`config.mk`:
```
export PLATFORM = sky130hd
export DESIGN_NAME = line_fill_unit_flat
export DESIGN_NICKNAME = d
export VERILOG_FILES = /design/src/rtl/line_fill_unit_pkg.sv /design/src/rtl/line_fill_unit_if.sv /design/src/rtl/line_fill_unit_block_word_mux.sv /design/src/rtl/line_fill_unit.sv /design/src/flat_wrapper.sv
export SDC_FILE = /design/constraint.sdc
export NUM_CORES = 1
export LEC_CHECK = 0
export BUFFER_PORTS_ARGS = -buffer_cell sky130_fd_sc_hd__buf_2
export CAP_MARGIN = 20
export CORE_AREA = 8 8 267 269
export CTS_CLUSTER_DIAMETER = 150
export CTS_CLUSTER_SIZE = 28
export DETAILED_ROUTE_END_ITERATION = 16
export DIE_AREA = 0 0 275 277
export SLEW_MARGIN = 20
export SYNTH_ARGS = -nofsm -noshare
export SYNTH_HDL_FRONTEND = slang
export SYNTH_HIERARCHICAL = 1
export SYNTH_SLANG_ARGS = --single-unit
```
`constraint.sdc`:
```
create_clock -name clk -period 12.8 [get_ports clk]
set_clock_uncertainty 0.2 [all_clocks]
set_input_delay 1.92 -clock clk [delete_from_list [all_inputs] [get_ports clk]]
set_output_delay 1.92 -clock clk [all_outputs]
set_load 0.03 [all_outputs]
```
`src/rtl/line_fill_unit_pkg.sv`:
```
// Shared widths, address field helpers and FSM state type for the instruction-cache line fill unit.
package line_fill_unit_pkg;

    localparam int unsigned ADDR_WIDTH        = 16;
    localparam int unsigned WORD_WIDTH        = 20;
    localparam int unsigned NUM_WORDS_P_BLOCK = 16;
    localparam int unsigned OFFSET_W          = $clog2(NUM_WORDS_P_BLOCK);
    localparam int unsigned BLOCK_DATA_WIDTH  = NUM_WORDS_P_BLOCK * WORD_WIDTH;
    localparam int unsigned INDEX_WIDTH       = 6;
    localparam int unsigned TAG_WIDTH         = ADDR_WIDTH - INDEX_WIDTH - OFFSET_W;
    localparam int unsigned RCVD_WIDTH        = OFFSET_W + 1;

    typedef enum logic [1:0] {
        LFU_IDLE  = 2'd0,
        LFU_FILL  = 2'd1,
        LFU_WRITE = 2'd2,
        LFU_DONE  = 2'd3
    } lfu_state_e;

    // Word address layout: tag | index | offset
    function automatic logic [TAG_WIDTH-1:0] addr_tag(input logic [ADDR_WIDTH-1:0] addr);
        return addr[ADDR_WIDTH-1 -: TAG_WIDTH];
    endfunction

    function automatic logic [INDEX_WIDTH-1:0] addr_index(input logic [ADDR_WIDTH-1:0] addr);
        return addr[OFFSET_W +: INDEX_WIDTH];
    endfunction

    function automatic logic [OFFSET_W-1:0] addr_offset(input logic [ADDR_WIDTH-1:0] addr);
        return addr[OFFSET_W-1:0];
    endfunction

endpackage

```
`src/rtl/line_fill_unit_if.sv`:
```
// Miss request, memory block and cache-array write bundle of the line fill unit.
interface line_fill_unit_if;
    import line_fill_unit_pkg::*;

    logic                          i_halt;
    logic [ADDR_WIDTH-1:0]         i_miss_addr;
    logic                          i_miss_addr_valid;
    logic                          o_miss_ready;
    logic [BLOCK_DATA_WIDTH-1:0]   i_mem_block_data;
    logic [RCVD_WIDTH-1:0]         i_mem_num_words_rcvd;
    logic                          i_mem_data_received;
    logic [WORD_WIDTH-1:0]         o_fwd_word;
    logic                          o_fwd_word_valid;
    logic                          o_wr_en;
    logic [INDEX_WIDTH-1:0]        o_wr_index;
    logic [TAG_WIDTH-1:0]          o_wr_tag;
    logic [BLOCK_DATA_WIDTH-1:0]   o_wr_data;
    logic                          o_fill_done;
    logic                          o_busy;

    modport slave (
        input  i_halt, i_miss_addr, i_miss_addr_valid,
               i_mem_block_data, i_mem_num_words_rcvd, i_mem_data_received,
        output o_miss_ready, o_fwd_word, o_fwd_word_valid,
               o_wr_en, o_wr_index, o_wr_tag, o_wr_data, o_fill_done, o_busy
    );

    modport master (
        output i_halt, i_miss_addr, i_miss_addr_valid,
               i_mem_block_data, i_mem_num_words_rcvd, i_mem_data_received,
        input  o_miss_ready, o_fwd_word, o_fwd_word_valid,
               o_wr_en, o_wr_index, o_wr_tag, o_wr_data, o_fill_done, o_busy
    );

endinterface

```
`src/rtl/line_fill_unit_block_word_mux.sv`:
```
// block_word_mux: selects one instruction word from a cache block by word offset; shared with the hit path.
module block_word_mux
    import line_fill_unit_pkg::*;
(
    input  logic [BLOCK_DATA_WIDTH-1:0] block,
    input  logic [OFFSET_W-1:0]         offset,
    output logic [WORD_WIDTH-1:0]       word
);

    always_comb begin
        word = '0;
        case (offset)
            4'd0:  word = block[ 0*WORD_WIDTH +: WORD_WIDTH];
            4'd1:  word = block[ 1*WORD_WIDTH +: WORD_WIDTH];
            4'd2:  word = block[ 2*WORD_WIDTH +: WORD_WIDTH];
            4'd3:  word = block[ 3*WORD_WIDTH +: WORD_WIDTH];
            4'd4:  word = block[ 4*WORD_WIDTH +: WORD_WIDTH];
            4'd5:  word = block[ 5*WORD_WIDTH +: WORD_WIDTH];
            4'd6:  word = block[ 6*WORD_WIDTH +: WORD_WIDTH];
            4'd7:  word = block[ 7*WORD_WIDTH +: WORD_WIDTH];
            4'd8:  word = block[ 8*WORD_WIDTH +: WORD_WIDTH];
            4'd9:  word = block[ 9*WORD_WIDTH +: WORD_WIDTH];
            4'd10: word = block[10*WORD_WIDTH +: WORD_WIDTH];
            4'd11: word = block[11*WORD_WIDTH +: WORD_WIDTH];
            4'd12: word = block[12*WORD_WIDTH +: WORD_WIDTH];
            4'd13: word = block[13*WORD_WIDTH +: WORD_WIDTH];
            4'd14: word = block[14*WORD_WIDTH +: WORD_WIDTH];
            4'd15: word = block[15*WORD_WIDTH +: WORD_WIDTH];
            default: word = '0;
        endcase
    end

endmodule

```
`src/rtl/line_fill_unit.sv`:
```
// Line fill unit: latches a missing address, forwards the critical word and writes the filled block.
// Define CRITICAL_WORD_FWD_EN to forward the critical word as soon as it has arrived (early restart).
module line_fill_unit
    import line_fill_unit_pkg::*;
(
    input  logic           clk,
    input  logic           arst,
    line_fill_unit_if.slave lfu
);

    lfu_state_e                  state;
    logic [TAG_WIDTH-1:0]        tag_q;
    logic [INDEX_WIDTH-1:0]      index_q;
    logic [OFFSET_W-1:0]         offset_q;
    logic                        fwd_done;
    logic [BLOCK_DATA_WIDTH-1:0] block_q;

    logic                        run;
    logic                        early_fwd;
    logic                        fwd_fire;
    logic                        wr_active;
    logic [BLOCK_DATA_WIDTH-1:0] fwd_src;
    logic [WORD_WIDTH-1:0]       sel_word;

    assign run = ~lfu.i_halt;

`ifdef CRITICAL_WORD_FWD_EN
    assign early_fwd = (state == LFU_FILL) &&
                       ({1'b0, offset_q} < lfu.i_mem_num_words_rcvd);
`else
    logic rcvd_unused;
    assign rcvd_unused = ^lfu.i_mem_num_words_rcvd;
    assign early_fwd   = 1'b0;
`endif

    // A forward missed in FILL is made up in WRITE from the frozen block copy.
    assign wr_active = (state == LFU_WRITE);
    assign fwd_fire  = run && !fwd_done && (early_fwd || wr_active);
    assign fwd_src   = wr_active ? block_q : lfu.i_mem_block_data;

    block_word_mux u_word_mux (
        .block  (fwd_src),
        .offset (offset_q),
        .word   (sel_word)
    );

    assign lfu.o_miss_ready     = (state == LFU_IDLE) && run && !arst;
    assign lfu.o_busy           = (state != LFU_IDLE);
    assign lfu.o_fwd_word_valid = fwd_fire;
    assign lfu.o_fwd_word       = fwd_fire ? sel_word : '0;
    assign lfu.o_wr_en          = wr_active && run;
    assign lfu.o_wr_index       = wr_active ? index_q : '0;
    assign lfu.o_wr_tag         = wr_active ? tag_q : '0;
    assign lfu.o_wr_data        = wr_active ? block_q : '0;
    assign lfu.o_fill_done      = (state == LFU_DONE) && run;

    // Halt freezes everything; the pulses above then recur on the next running cycle.
    always_ff @(posedge clk or posedge arst) begin
        if (arst) begin
            state    <= LFU_IDLE;
            tag_q    <= '0;
            index_q  <= '0;
            offset_q <= '0;
            fwd_done <= 1'b0;
            block_q  <= '0;
        end else if (run) begin
            if (fwd_fire) begin
                fwd_done <= 1'b1;
            end
            case (state)
                LFU_IDLE: begin
                    if (lfu.i_miss_addr_valid) begin
                        state    <= LFU_FILL;
                        tag_q    <= addr_tag(lfu.i_miss_addr);
                        index_q  <= addr_index(lfu.i_miss_addr);
                        offset_q <= addr_offset(lfu.i_miss_addr);
                        fwd_done <= 1'b0;
                    end
                end
                LFU_FILL: begin
                    if (lfu.i_mem_data_received) begin
                        state   <= LFU_WRITE;
                        block_q <= lfu.i_mem_block_data;
                    end
                end
                LFU_WRITE: state <= LFU_DONE;
                LFU_DONE:  state <= LFU_IDLE;
                default:   state <= LFU_IDLE;
            endcase
        end
    end

endmodule

```
`src/flat_wrapper.sv`:
```
// flat-port wrapper written by rule: the top's interface ports become plain ports
module line_fill_unit_flat import line_fill_unit_pkg::*;
  (clk, arst, lfu_i_halt, lfu_i_miss_addr, lfu_i_miss_addr_valid, lfu_i_mem_block_data, lfu_i_mem_num_words_rcvd, lfu_i_mem_data_received, lfu_o_miss_ready, lfu_o_fwd_word, lfu_o_fwd_word_valid, lfu_o_wr_en, lfu_o_wr_index, lfu_o_wr_tag, lfu_o_wr_data, lfu_o_fill_done, lfu_o_busy);
  line_fill_unit_if lfu_i ();
  input  logic clk;
  input  logic arst;
  input wire logic [$bits(lfu_i.i_halt)-1:0] lfu_i_halt;
  input wire logic [$bits(lfu_i.i_miss_addr)-1:0] lfu_i_miss_addr;
  input wire logic [$bits(lfu_i.i_miss_addr_valid)-1:0] lfu_i_miss_addr_valid;
  input wire logic [$bits(lfu_i.i_mem_block_data)-1:0] lfu_i_mem_block_data;
  input wire logic [$bits(lfu_i.i_mem_num_words_rcvd)-1:0] lfu_i_mem_num_words_rcvd;
  input wire logic [$bits(lfu_i.i_mem_data_received)-1:0] lfu_i_mem_data_received;
  output wire logic [$bits(lfu_i.o_miss_ready)-1:0] lfu_o_miss_ready;
  output wire logic [$bits(lfu_i.o_fwd_word)-1:0] lfu_o_fwd_word;
  output wire logic [$bits(lfu_i.o_fwd_word_valid)-1:0] lfu_o_fwd_word_valid;
  output wire logic [$bits(lfu_i.o_wr_en)-1:0] lfu_o_wr_en;
  output wire logic [$bits(lfu_i.o_wr_index)-1:0] lfu_o_wr_index;
  output wire logic [$bits(lfu_i.o_wr_tag)-1:0] lfu_o_wr_tag;
  output wire logic [$bits(lfu_i.o_wr_data)-1:0] lfu_o_wr_data;
  output wire logic [$bits(lfu_i.o_fill_done)-1:0] lfu_o_fill_done;
  output wire logic [$bits(lfu_i.o_busy)-1:0] lfu_o_busy;
  assign lfu_i.i_halt = lfu_i_halt;
  assign lfu_i.i_miss_addr = lfu_i_miss_addr;
  assign lfu_i.i_miss_addr_valid = lfu_i_miss_addr_valid;
  assign lfu_i.i_mem_block_data = lfu_i_mem_block_data;
  assign lfu_i.i_mem_num_words_rcvd = lfu_i_mem_num_words_rcvd;
  assign lfu_i.i_mem_data_received = lfu_i_mem_data_received;
  assign lfu_o_miss_ready = lfu_i.o_miss_ready;
  assign lfu_o_fwd_word = lfu_i.o_fwd_word;
  assign lfu_o_fwd_word_valid = lfu_i.o_fwd_word_valid;
  assign lfu_o_wr_en = lfu_i.o_wr_en;
  assign lfu_o_wr_index = lfu_i.o_wr_index;
  assign lfu_o_wr_tag = lfu_i.o_wr_tag;
  assign lfu_o_wr_data = lfu_i.o_wr_data;
  assign lfu_o_fill_done = lfu_i.o_fill_done;
  assign lfu_o_busy = lfu_i.o_busy;
  line_fill_unit u_core (.clk(clk), .arst(arst), .lfu(lfu_i));
endmodule
```
* Word level (Yosys, flattened, before mapping)
Index checks and enable logic that the tools add are counted.
** Cells by class
- Bitwise logic cells :: 1
- Multipliers :: 0
- Equal/unequal tests :: 20
- $add $sub $neg :: 0
- Shift operators :: 0
- Magnitude comparators :: 0
- Reductions and logical operators :: 14
- Mux-type cells :: 12
- Divide/modulo/power cells :: 0
** Operators with widths (count)
- $mux 320 :: 2
- $pmux 20 s16 :: 1
- $eq 4x4->1 const B :: 8
- $mux 20 :: 1
- $eq 4x3->1 const B :: 4
- $mux 6 :: 2
- $reduce_and 3->1 :: 3
- $eq 4x2->1 const B :: 2
- $pmux 2 s4 :: 1
- $logic_and 1x1->1 :: 6
- $eq 2x2->1 const B :: 2
- $eq 4x1->1 const B :: 1
- $logic_not 4->1 :: 1
- $mux 2 :: 2
- $ne 2x2->1 const B :: 2
- $mux 1 :: 3
- $eq 2x1->1 const B :: 1
- $logic_not 1->1 :: 2
- $logic_not 2->1 :: 1
- $reduce_bool 2->1 :: 1
- $not 1->1 :: 1
** Word-level totals
- Logic and storage cells :: 53
- Output and inout port bits :: 357
- Bits in latches :: 0
- Bits in writable memories :: 0
- Bits in read-only memories :: 0
- Memories kept :: 0
- Register bits after elaboration :: 339

* Depth between registers and ports, before layout
Gate-level depths: netlist of the first run.
- Word-level depth :: 6
- Mapped depth :: 11
- Depth with buffers taken out :: 8

* By module
Netlist of the first run, hierarchy kept.
** Modules (own cells, without submodules)
- line_fill_unit :: instances 1, cells each 1481, seq. area each 8483.1 um^2, area an instance 18879.4 um^2
- block_word_mux :: instances 1, cells each 486, seq. area each 0.0 um^2, area an instance 3310.7 um^2

* Worst setup path before layout of the first run
No wires, ideal clock.
- Kind :: in2out
- Start point :: in lfu_i_mem_block_data[141]
- End point :: out lfu_o_fwd_word[1]
- Arrival :: 3310 ps
- Stages :: 6
- Path slack :: 7370 ps
- Path through :: mux2_2 > mux2_2 > a22o_1 > a2111oi_0 > o32ai_1 > and2_1
** On the way
- Cells in the longest elaborated chain, start to end :: 3
** RTL lines
- from (decl) :: line flat_wrapper.sv:10 : input wire logic [$bits(lfu_i.i_mem_block_data)-1:0] lfu_i_mem_block_data;
- $mux 320 :: line line_fill_unit.sv:39 : assign fwd_src = wr_active ? block_q : lfu.i_mem_block_data;
- $pmux 20 s16 :: line line_fill_unit_block_word_mux.sv:12 : case (offset)
- net u_core.sel_word[1] :: line line_fill_unit.sv:23 : logic [WORD_WIDTH-1:0] sel_word;
- $mux 20 :: line line_fill_unit.sv:50 : assign lfu.o_fwd_word = fwd_fire ? sel_word : '0;
- to (decl) :: line flat_wrapper.sv:14 : output wire logic [$bits(lfu_i.o_fwd_word)-1:0] lfu_o_fwd_word;
The timed path passes the listed nets, and every way through them passes these cells.

* Worst setup path after layout of the first run
- Start point :: reg u_core.state[0]
- End point :: out lfu_o_fwd_word[6]
** On the way
- Cells in the longest elaborated chain, start to end :: 4
** RTL lines
- from (decl) :: line line_fill_unit.sv:11 : lfu_state_e state;
- from (signal assigned) :: line line_fill_unit.sv:60 : state <= LFU_IDLE;
- from (signal assigned) :: line line_fill_unit.sv:73 : state <= LFU_FILL;
- from (signal assigned) :: line line_fill_unit.sv:82 : state <= LFU_WRITE;
- $eq 2x2->1 :: line line_fill_unit.sv:37 : assign wr_active = (state == LFU_WRITE);
- $mux 320 :: line line_fill_unit.sv:39
- net u_core.fwd_src[146] :: line line_fill_unit.sv:22 : logic [BLOCK_DATA_WIDTH-1:0] fwd_src;
- $pmux 20 s16 :: line line_fill_unit_block_word_mux.sv:12
- net u_core.sel_word[6] :: line line_fill_unit.sv:23
- $mux 20 :: line line_fill_unit.sv:50
The timed path passes the listed nets, and every way through them passes these cells.

==> impl_results.md, run 1 <==
* Vias per cell at slightly above 5
* Tcrit/Tclk final at roughly 57%
* PD cells at between 200 and 300 nW/um^2
* Syn Inst Count at roughly 2,000
* Vias in the first global route at about 19,000
* Total CTS buffers at 16
* CTS resizes at 0
* Number of hold buffers added after cts at 0
* Net Count, Synth at 2,318
* Root buffer cell: clkbuf_16
* Final Setup Violations at 0
* Die footprint at ~76,000 sq um
* Leak at ~12 nW
* Arr. time, crit path at approximately 5200 ps
* Antenna Nets Post-Route at 0
* Antenna violations before repair at 20
* FF+latch count, synth at between 300 and 400
* Async set-reset flop share out of synthesis at between 90% and 100%
* Core ar. at 66,800 sq um
* Share of cells above drive strength 1 at between 50% and 60%
* WL per Instance at approximately 29 um
* Total gr overflow at 0
* RSZ-0062 raised after global routing: false
* GR Util All Layers at 24.5%
* Final period demand of the worst path at 7350 ps
* CTS sink count at between 300 and 400
* First-pass GRT wire length at 138,000 um
* # fillers at 6,709
* Die Ht at ~280 um
* CP Max Fanout at around 150
* Tightest Pin Transition at ~1100 ps
* Peak VDD IR at about 0.12 mV
* Layout area overhead at 19.7%
* Max-slew headroom at the worst pin at 23.0%
* Post-DP HPWL at 77,600 um
* Clk buf depth at 3
* Layout net count at 2,883
* CTS tree: done
* Fmax at approximately 140 MHz
* WP data required at 10,680 ps
* Clock Latency Late Sink at roughly 550 ps
* IO Pins at 703
* Synth Flop Type: dfrtp_1
* Final Util at between 30% and 40%
* Post-synthesis sequential area ratio at approximately two fifths
* Worst hold slack at 309 ps
* Post-Syn Area at about 22,000 sq um
* Multi-input logic area at 12,700 sq um
* Routed wire length at 98,000 um
* FF+latch area at about 8500 sq um
* CP Class: flip-flop to primary output
* DR pass1 iterations at 4
* Placed Cells at between 3,000 and 4,000
* Synth warn at 6
* DRC errors left at 0
* Die W at roughly 280 um
* Starting Density at 33.2%
* Final hold violation count at 0
* Input/output buffers at between 600 and 700
* Total negative setup slack at 0 ps
* Final RePlAce weighted congestion at 0.831
* Status: completed
* Initial DRC Count at a little over 1,000
* Worst hold-check path type: flip-flop to flip-flop
* Num rows at between 90 and 100
* Fin cells at between 3,000 and 4,000
* Post-synthesis cell type count at 54
* Worst-path clk slew at 110 ps
* Syn Area/Cell at 11.3 sq um
* Number of max-cap violations at 0
* Max-slew violation count at 0
* Number of flops mapped to enable cells by yosys at 0
* Setup Fix Bufs, Post-CTS at 0
* Largest net degree at the start of global routing at approximately 150
* H-tree depth at 1
* DR vias at ~18,000
* Setup crit start kind: flip-flop
* CP Capture Type: primary output
==> synth_stat cells (8+ instances only) <==
master	n	share of area, %
or3b_2	13	0.51
nand2_1	29	0.49
buf_2	75	1.7
and2_1	354	10
nand3b_1	71	2.4
mux2i_1	25	1.1
nand3_1	28	0.63
a31oi_1	13	0.37
inv_1	12	0.20
clkbuf_1	48	0.81
nor2_1	21	0.36
mux2_2	653	33
nand2b_1	16	0.45
a2111oi_0	14	0.55
a22o_1	18	0.71
a221oi_1	15	0.59
a22oi_1	19	0.64
o2bb2ai_1	14	0.55
a21oi_1	57	1.3
o21ai_0	8	0.18
mux2_4	9	0.61
buf_6	11	0.56
dfrtp_1	339	38
buf_4	38	1.3
==> cell families (layout without fill, tap and decap cells) <==
family	Yosys count	after routing	synth area share (%)
flip-flops	339	339	38.2
AND/OR/NAND/NOR	561	561	15.8
buffers and inverters	187	754	4.68
multiplexers	687	687	34.9
other	0	11	0
adder cells (fa/ha/maj)	5	5	0.282
AO/OA/AOI/OAI	188	188	6.13
==> cell type report <==
cell class,count,area share (%)
antenna,11,0.104
timing repair buffer,721,14.1
clock inverter,2,0.123
inverter,13,0.212
clock buffer,18,1.62
multi-input combinational,1441,47.8
tap,873,4.11
sequential,339,32.0
==> stage by stage <==
step / cell area [sq um] / power, mW / worst slack [ps]
global route: 26500 / 7.67 / 5240
detailed placement: 26000 / 6.70 / 6110
CTS: 26500 / 7.35 / 5480
finish: 26600 / 7.28 / 5450
floorplan: 22200 / 5.15 / 1290
global placement: 26000 / 6.61 / 6190
==> sequential cells by signal (all words and copies together) (netlist names) <==
signal,count
u_core/block_q,320
u_core/fwd_done,1
u_core/index_q,6
u_core/offset_q,4
u_core/state,2
u_core/tag_q,6
==> power by group <==
part / internal (mW) / leakage, nW / total, mW / switching, mW
registers: 1.61 / 4.06 / 2.07 / 0.456
clock network: 0.247 / 0.225 / 0.628 / 0.381
logic: 1.83 / 8.05 / 4.58 / 2.75
==> path summary, 6_finish.rpt <==
check	slack [ps]	endpoint	cells past startpoint	startpoint
max in group asynchronous	9460	u_core/block_q[17]	3	arst
setup / recovery	5450	lfu_o_fwd_word[6]	11	u_core/state[0]
min in group asynchronous	1360	u_core/tag_q[2]	2	arst
setup reg to reg	8850	u_core/block_q[276]	7	u_core/state[1]
hold reg to reg	310	u_core/tag_q[0]	1	u_core/tag_q[0]
hold / removal	310	u_core/tag_q[0]	1	u_core/tag_q[0]
==> cells in the final DEF (no fill, tap or decap), types with 13 or more instances in the layout <==
cell and instances:
a22oi_1 19, nand2_1 29, and2_1 354, buf_4 19
nand2b_1 16, nand3_1 28, a221oi_1 15, o2bb2ai_1 14
clkbuf_16 17, a2111oi_0 14, mux2_2 653, buf_2 697
a22o_1 18, or3b_2 13, mux2i_1 25, a31oi_1 13
dfrtp_1 335, a21oi_1 57, nand3b_1 71, nor2_1 21
==> per-layer routing <==
metal / vias to the layer above / global-route usage, % / share of wire, %
met2: 504 / 43.6 / 51
met1: 8993 / 29.9 / 41
met3: 106 / 4.05 / 4.7
met5: - / 0 / 0.070
li1: 8121 / - / -
met4: 12 / 7.09 / 3.0
==> critical path, cell delays in order, from the launching register on <==
cell	delay, ps
dfrtp_1	420
inv_1	180
ha_4	580
buf_12	480
buf_4	630
mux2_2	430
mux2i_1	150
o32ai_1	110
nor4_1	840
a31oi_1	170
and2_1	180
buf_2	200
Power figures use the tool's default switching activity.
==> run 2: changes to the inputs <==
clock period = 7.7 ns   (was 12.8 ns; I/O delays follow)
==> run 2 against run 1 <==
Effect of this change: critical path type unchanged; sequential share of layout area decreased by 0.15 points; largest cell class unchanged; register-to-register slack got worse by 4200 ps; global-route usage about the same.
==> impl_results.md, run 2 (synthesis gave the netlist of run 1 again) <==
* Layout area overhead at 20.2%
* H-tree depth at 1
* WL per Instance at 28.3 um
* PD cells at ~450 nW/um^2
* Starting Density at between 30% and 40%
* CTS sink count at roughly 340
* CTS resizes at 0
* Setup ws final at around 1900 ps
* DR pass1 iterations at 5
* Antenna violations before repair at 16
* Tightest Pin Transition at 1250 ps
* Total gr overflow at 0
* Die W at 275 um
* Dpl cell area at ~26,000 sq um
* Input/output buffers at between 600 and 700
* Antenna Nets Post-Route at 0
* Slack of the worst reg-to-reg path at about 4600 ps
* Worst-path clk slew at between 100 and 150 ps
* CP Capture Type: primary output
* Worst hold-check path type: flip-flop to flip-flop
* CTS tree: done
* Final RePlAce weighted congestion at 0.871
* Number of hold buffers added after cts at 0
* IO Pins at 703
* Fmax at 172 MHz
* Total negative setup slack at 0 ps
* Leak at between 10 and 15 nW
* Status: completed
* Largest registers: u_core/block_q: 320 flops, u_core/index_q: 6 flops, u_core/tag_q: 6 flops
* DRC errors left at 0
* Die footprint at approximately 76,000 sq um
* Largest net degree at the start of global routing at 158
* Max-slew violation count at 0
* Clock Latency Late Sink at roughly 560 ps
* Max-slew headroom at the worst pin at between 15 and 20%
* CP Class: flip-flop to primary output
* Arr. time, crit path at around 4400 ps
* Die Ht at roughly 280 um
* Post-DP HPWL at 77,400 um
* Total CTS buffers at 16
* Core ar. at approximately 67,000 sq um
* Final hold violation count at 0
* Largest reg by FF count: u_core/block_q
* Most common cell after layout, fill and taps aside: buf_2
* Crit path buffers/inverters at 3
* GR Util All Layers at 24.4%
* Worst hold slack at between 300 and 400 ps
* Slowest CP cell: ha_4
* CP Max Fanout at 59
* Most frequent cells in the layout: 697 x buf_2, 653 x mux2_2, 354 x and2_1
* Setup Fix Bufs, Post-CTS at 0
* # fillers at about 6,600
* Fin area at around 27,000 sq um
* Vias in the first global route at between 15,000 and 20,000
* Share of cells above drive strength 1 at 56.6%
* Placed Cells at approximately 3,400
* Number of max-cap violations at 0
* Final Setup Violations at 0
* Crit-path cells: inv_1, ha_4, buf_4, mux2_2, mux2i_1, o32ai_1, nor4_1, a31oi_1, and2_1, buf_2
* Layout net count at just under 3,000
* Fin cells at between 3,000 and 4,000
* Number of flip-flops in the largest register at 320
* DR vias at roughly 18,000
* Place WS at between 2000 and 2500 ps
* Root buffer cell: clkbuf_16
* Peak VDD IR at 0.225 mV
* Tcrit/Tclk final at 75.3%
* Vias per cell at slightly above 5
* Routed wire length at slightly below 100,000 um
* RSZ-0062 raised after global routing: false
* CP max stage delay at a little under 800 ps
* Num rows at 95
* Initial DRC Count at 1,066
* WP data required at approximately 6300 ps
* Setup crit start kind: flip-flop
* First-pass GRT wire length at about 140,000 um
* Crit path max-delay family: simple AND/OR/NAND/NOR gates
* Clk buf depth at 3
* Final period demand of the worst path at between 5000 and 6000 ps
-- run 2: worst register-to-register path: cells and delay by family (launching register included) --
kind / cells / cell delay, ps
buf+inv: 2 / 630
fa+ha+maj: 1 / 220
mux: 1 / 910
flops: 1 / 450
simple gates: 1 / 520
-- run 2: final timing paths --
kind,from,endpoint,cells past startpoint
worst max-delay path,u_core/state[0],lfu_o_fwd_word[6],10
max in group asynchronous,arst,u_core/block_q[198],3
worst max register to register,u_core/state[1],u_core/block_q[157],5
worst min register to register,u_core/tag_q[4],u_core/tag_q[4],1
worst min-delay path,u_core/tag_q[4],u_core/tag_q[4],1
min in group asynchronous,arst,u_core/tag_q[5],2
-- run 2: metrics by stage --
step	util, %	total power [mW]
after CTS	39.9	12.2
final	39.9	12.1
after detailed placement	39.2	11.1
after global placement	39.1	11.0
after floorplan	-	8.57
after global routing	39.9	12.8
-- run 2: layout make-up --
cell class	instances	area (sq um)	area share, %
Multi-Input combinational cell	1441	12700	47.6
Tap cell	873	1090	4.10
Inverter	13	52.6	0.197
Antenna cell	16	40.0	0.150
Clock buffer	18	429	1.61
Clock inverter	2	27.5	0.103
Timing Repair Buffer	730	3840	14.4
Sequential cell	339	8500	31.9
-- run 2: where the power goes --
| part | switching (mW) | internal (mW) | total, mW | leakage [nW] |
|---|---|---|---|---|
| sequential | 0.751 | 2.68 | 3.43 | 4.06 |
| combinational | 4.55 | 3.09 | 7.64 | 8.12 |
| clock | 0.637 | 0.411 | 1.05 | 0.221 |
| total | 5.94 | 6.18 | 12.1 | 12.4 |
-- run 2: per-layer routing --
layer	global-route usage (%)	up-vias	part of all wire, %
met5	0	-	0.036
met3	4.45	60	5.6
met4	4.35	6	1.9
met2	44.5	507	51
li1	-	8169	-
met1	29.9	8794	41
